--- config.mk ---
export PLATFORM = sky130hd
export DESIGN_NAME = cmd_conditioner
export DESIGN_NICKNAME = d
export VERILOG_FILES = /design/src/rtl/cmd_pkg.sv /design/src/rtl/btn_debounce.sv /design/src/rtl/cmd_conditioner.sv
export SDC_FILE = /design/constraint.sdc
export NUM_CORES = 1
export LEC_CHECK = 0
export ABC_AREA = 1
export BUFFER_PORTS_ARGS = -buffer_cell sky130_fd_sc_hd__clkbuf_2
export CAP_MARGIN = 25
export CORE_MARGIN = 5
export CORE_UTILIZATION = 61
export CTS_CLUSTER_DIAMETER = 120
export DETAILED_ROUTE_END_ITERATION = 10
export PLACE_DENSITY = 0.78
export SLEW_MARGIN = 10
export SYNTH_ARGS = -nofsm -noshare
export SYNTH_HDL_FRONTEND = slang
export SYNTH_SLANG_ARGS = --single-unit
--- constraint.sdc ---
create_clock -name clk -period 2.5 [get_ports clk]
set_input_delay 0.25 -clock clk [delete_from_list [all_inputs] [get_ports clk]]
set_output_delay 0.25 -clock clk [all_outputs]
set_load 0.02 [all_outputs]
--- src/rtl/cmd_pkg.sv ---
// Shared constants for the command conditioner: debounce default, counter
// sizing, command indices (lowest index = highest priority) and prog width.
package cmd_pkg;

    localparam int DEBOUNCE_CYCLES_DEFAULT = 1_000_000;
    localparam int PROG_W                  = 3;
    localparam int NUM_CMD                 = 4;

    // Command indices, listed in descending arbitration priority.
    localparam int CMD_STOP    = 0;
    localparam int CMD_UPDATE  = 1;
    localparam int CMD_START_F = 2;
    localparam int CMD_START_T = 3;

    // Debounce counter width; never narrower than one bit.
    function automatic int cnt_width(input int cycles);
        int w;
        w = $clog2(cycles);
        return (w < 1) ? 1 : w;
    endfunction

endpackage

--- src/rtl/btn_debounce.sv ---
// One push-button front end: 2-FF synchronizer, stability counter and a
// registered rising-edge detector that emits a single-cycle press pulse.
module btn_debounce
    import cmd_pkg::*;
#(
    parameter int DEBOUNCE_CYCLES = DEBOUNCE_CYCLES_DEFAULT
) (
    input  logic clk,
    input  logic rst,
    input  logic btn,
    output logic press
);

    localparam int            CW      = cnt_width(DEBOUNCE_CYCLES);
    localparam logic [CW-1:0] CNT_MAX = CW'(DEBOUNCE_CYCLES - 1);

    logic          sync1_q, sync1_d;
    logic          sync2_q, sync2_d;
    logic          stable_q, stable_d;
    logic          press_q, press_d;
    logic [CW-1:0] cnt_q, cnt_d;

    // Next-state: shift the synchronizer, count while the synced input
    // disagrees with the accepted level, accept it once the count saturates.
    always_comb begin
        // NOTE: every comb output gets a default first so no path can infer a latch.
        sync1_d  = btn;
        sync2_d  = sync1_q;
        stable_d = stable_q;
        press_d  = 1'b0;
        cnt_d    = '0;
        if (sync2_q != stable_q) begin
            if (cnt_q == CNT_MAX) begin
                stable_d = sync2_q;
                press_d  = sync2_q;  // only a 0->1 acceptance is an event
            end else begin
                cnt_d = cnt_q + 1'b1;
            end
        end
    end

    // State register; reset discards any partial count and synced history.
    always_ff @(posedge clk or negedge rst) begin
        if (!rst) begin
            sync1_q  <= 1'b0;
            sync2_q  <= 1'b0;
            stable_q <= 1'b0;
            press_q  <= 1'b0;
            cnt_q    <= '0;
        end else begin
            // NOTE: non-blocking so all flops sample pre-edge values together.
            sync1_q  <= sync1_d;
            sync2_q  <= sync2_d;
            stable_q <= stable_d;
            press_q  <= press_d;
            cnt_q    <= cnt_d;
        end
    end

    assign press = press_q;

endmodule

--- src/rtl/cmd_conditioner.sv ---
// Board front end: debounces four buttons, arbitrates simultaneous presses
// (stop > update > start_f > start_t) and registers one-cycle command pulses,
// with prog carrying the synced switch code only during the update pulse.
module cmd_conditioner
    import cmd_pkg::*;
#(
    parameter int DEBOUNCE_CYCLES = DEBOUNCE_CYCLES_DEFAULT
) (
    input  logic              clk,
    input  logic              rst,
    input  logic              btn_start_f,
    input  logic              btn_start_t,
    input  logic              btn_update,
    input  logic              btn_stop,
    input  logic [PROG_W-1:0] sw_prog,
    output logic              start_f,
    output logic              start_t,
    output logic              update,
    output logic              stop_f_t,
    output logic [PROG_W-1:0] prog
);

    logic [NUM_CMD-1:0] btn_raw;
    logic [NUM_CMD-1:0] press;
    logic [NUM_CMD-1:0] grant;
    logic [NUM_CMD-1:0] cmd_q, cmd_d;
    logic [PROG_W-1:0]  sw_sync1_q, sw_sync1_d;
    logic [PROG_W-1:0]  sw_sync2_q, sw_sync2_d;
    logic [PROG_W-1:0]  prog_q, prog_d;

    assign btn_raw[CMD_STOP]    = btn_stop;
    assign btn_raw[CMD_UPDATE]  = btn_update;
    assign btn_raw[CMD_START_F] = btn_start_f;
    assign btn_raw[CMD_START_T] = btn_start_t;

    for (genvar i = 0; i < NUM_CMD; i++) begin : g_btn
        btn_debounce #(
            .DEBOUNCE_CYCLES(DEBOUNCE_CYCLES)
        ) u_btn (
            .clk  (clk),
            .rst  (rst),
            .btn  (btn_raw[i]),
            .press(press[i])
        );
    end

    // Keep only the lowest-index (highest-priority) press; others are dropped.
    assign grant = press & (~press + NUM_CMD'(1));

    // Next-state for switch synchronizer and output registers.
    always_comb begin
        sw_sync1_d = sw_prog;
        sw_sync2_d = sw_sync1_q;
        cmd_d      = grant;
        prog_d     = grant[CMD_UPDATE] ? sw_sync2_q : '0;
    end

    // Output and switch-synchronizer registers.
    always_ff @(posedge clk or negedge rst) begin
        if (!rst) begin
            sw_sync1_q <= '0;
            sw_sync2_q <= '0;
            cmd_q      <= '0;
            prog_q     <= '0;
        end else begin
            sw_sync1_q <= sw_sync1_d;
            sw_sync2_q <= sw_sync2_d;
            cmd_q      <= cmd_d;
            prog_q     <= prog_d;
        end
    end

    assign stop_f_t = cmd_q[CMD_STOP];
    assign update   = cmd_q[CMD_UPDATE];
    assign start_f  = cmd_q[CMD_START_F];
    assign start_t  = cmd_q[CMD_START_T];
    assign prog     = prog_q;

endmodule

==> summary.txt <==
Status = finished clean
WS Path Type = register to register
Core Region = 8760 um^2
WL met1 = 4.94 mm
CP Launch Type = register
Finished Core Util = 68.4%
Final setup margin = 1.00 ns
Met3 wire length = 505 um
Via density per instance = 5.37
Clk buf depth = 2
Max Fclk = 669 MHz
Largest net degree at the start of global routing = 56
CTS sink count = 109
Initial antenna violation count = 0
Later-pin clock latency in the skew report = 0.37 ns
Most common library cells after synthesis = nor2_1 (151), dfrtp_1 (109), nand2_1 (87)
Fin. Hold Viols = 0
First DRT Iteration DRCs = 260
Vias in the first global route = 4078
Synth warn = 0
Worst Hold Launch = sw_prog[1]
Post-Synthesis Cell Area = 5510 um^2
Synth top area cells = dfrtp_1 (49%), nor2_1 (10%), nand2_1 (5.9%)
Count of state elements after synthesis = 109
CTS Buf Count = 9
WL/cell = 13.5 um
Crit. End Element = register
CTS tree = built
Final HPWL DP = 7.94 mm
Setup Skew = 0.0144 ns
Worst endpoint required time = 2.76 ns
DR pass1 iterations = 5
Tot GR Track Use = 20.5%
CTS clk-pin slew, worst paths = 0.11 ns
Final min period = 1.50 ns
Antenna Nets Post-Route = 0
Row cnt = 34
Post-CTS setup buffers = 0
Die Area = 11000 um^2
Worst Path Max Fanout = 8
Crit path cell chain = ha_1 > nand3_1 > nor2_2 > nand3_2 > nor3_1
Static Leakage = 2.62 nW
Top_reg_cell synth = dfrtp_1
DRC Markers = 0
Critical Path Start = g_btn[0].u_btn.cnt_q[0]$_DFF_PN0_
Worst path slowest cell = dfrtp_1
Slew margin rel. = 53.8%
Clock root cell = clkbuf_8
Number of nets in the layout = 693
Die H = 105 um
Slew @ Worst Pin = 0.693 ns
Effective utilization at floorplan = 62.9%
Syn_area_per_cell = 8.53 um^2
Distinct cells, synth = 30
Top-count cell post-synth = nor2_1
Number of max-cap violations = 0
Pre-CTS WS = 1.03 ns
Layout cell share with drive strength beyond 1 = 15.9%
Routed WL = 10.7 mm
Fin. max-slew vios = 0
Final setup fails = 0
Largest stage delay, worst path = 0.39 ns
Hold WC Path Type = input port to register
FFs w/ async S/R, synth = 100%
Reg2reg path depth = 5
CP arrival = 1.75 ns
Number of fill cells in the layout = 712
Top sig layer = met4
Power per cell area = 490 nW/um^2
First-pass GRT wire length = 18.9 mm
Die Wd = 105 um
Grt ovf = 0
Post-synthesis sequential area ratio = 49.5%
Post-synth top area share = 49.5%
Ports = 16
RSZ-0062 raised after global routing = no
H-Tree Depth = 3
Total negative slack = 0 ns
Design Power = 2.94 mW
RD Place Congestion = 0.960
Cells after Synth = 646
Synthesis-to-layout area growth = 8.83%
IO Port Bufs = 15
Reg-to-reg startpoint = g_btn[0].u_btn.cnt_q[0]$_DFF_PN0_
EDFF count, synth = 0
DR vias = 4256
Peak VDD IR = 0.310 mV
DR WL met2 = 5.24 mm
Final period util = 59.8%
Antenna cells = 0
Post-synth top area cell = dfrtp_1
Syn Nets = 659
Hold path cells = 1
-- critical path, delay by kind of cell (launching register included) --
kind | cells | cell delay [ns]
AND/OR/NAND/NOR | 4 | 0.79
flip-flops | 1 | 0.39
adder cells (fa/ha/maj) | 1 | 0.20
-- area by class of cell --
class	instances	area (um^2)	area share [%]
inverters	67	255	4.26
flip-flops and latches	109	2730	45.5
multi-input cells	470	2530	42.2
clock inverters	6	58.8	0.980
well taps	108	135	2.25
clock buffers	10	128	2.13
repair buffers	23	165	2.75
-- routing by layer --
| layer | up-vias | GRT usage, % |
|---|---|---|
| li1 | 2106 | - |
| met5 | - | 0 |
| met1 | 2040 | 28.3 |
| met2 | 106 | 34.4 |
| met3 | 4 | 3.82 |
| met4 | 0 | 3.56 |
-- layout by cell type, fill, tap and decap left out, drive strengths merged --
| cell | n |
|---|---|
| clkinv | 5 |
| clkbuf | 24 |
| xnor2 | 15 |
| buf | 3 |
| nor3b | 1 |
| dfrtp | 109 |
| nor2 | 183 |
| nor3 | 14 |
| and2 | 1 |
| a21oi | 14 |
| ha | 4 |
| o21ai | 12 |
| inv | 68 |
| dlygate4sd3 | 6 |
| xor2 | 30 |
| a31oi | 1 |
| nand2 | 111 |
| nand3 | 65 |
| nand4 | 14 |
| nand3b | 3 |
| o21bai | 2 |
-- final timing paths --
path / end / slack (ns)
worst max register to register: g_btn[0].u_btn.press$_DFF_PN0_ / 1.00
min in group asynchronous: g_btn[1].u_btn.cnt_q[7]$_DFF_PN0_ / 0.47
worst min register to register: sw_sync2_q[2]$_DFF_PN0_ / 0.35
worst min-delay path: sw_sync1_q[1]$_DFF_PN0_ / 0.02
worst max-delay path: g_btn[0].u_btn.press$_DFF_PN0_ / 1.00
max in group asynchronous: g_btn[2].u_btn.cnt_q[2]$_DFF_PN0_ / 1.34
-- cells by family after synthesis --
| kind of cell | synth area share, % |
|---|---|
| adder cells (fa/ha/maj) | 0.908 |
| AND/OR/NAND/NOR | 34.5 |
| XOR/XNOR | 7.70 |
| AO/OA/AOI/OAI | 2.82 |
| flip-flops | 49.5 |
| buffers and inverters | 4.63 |
-- flip-flops by register name (all words and copies together), names as in the netlist --
name                  cells
sw_sync2_q                3
g_btn.u_btn.press         4
g_btn.u_btn.cnt_q        80
cmd_q                     4
g_btn.u_btn.stable_q      4
g_btn.u_btn.sync2_q       4
prog                      3
g_btn.u_btn.sync1_q       4
sw_sync1_q                3
-- power by group --
part,switching [mW],internal [mW]
clock,0.626,0.385
combinational,0.0826,0.0397
sequential,0.0186,1.79
-- stage by stage --
step	cells	cell area, um^2	hold WS (ns)
6_report	793	6000	0.0196
5_1_grt	793	6000	0.00223
4_1_cts	793	6000	0.00522
3_5_place_dp	771	5750	0.336
3_3_place_gp	771	5750	0.330
2_1_floorplan	646	5510	-0.0456
-- repair_timing --
action / 4_1_cts / 5_1_grt
endpoints found under the hold margin: 58 / 0
gates resized for setup: 0 / 0
hold buffers: 6 / 0
Power figures use the tool's default switching activity.
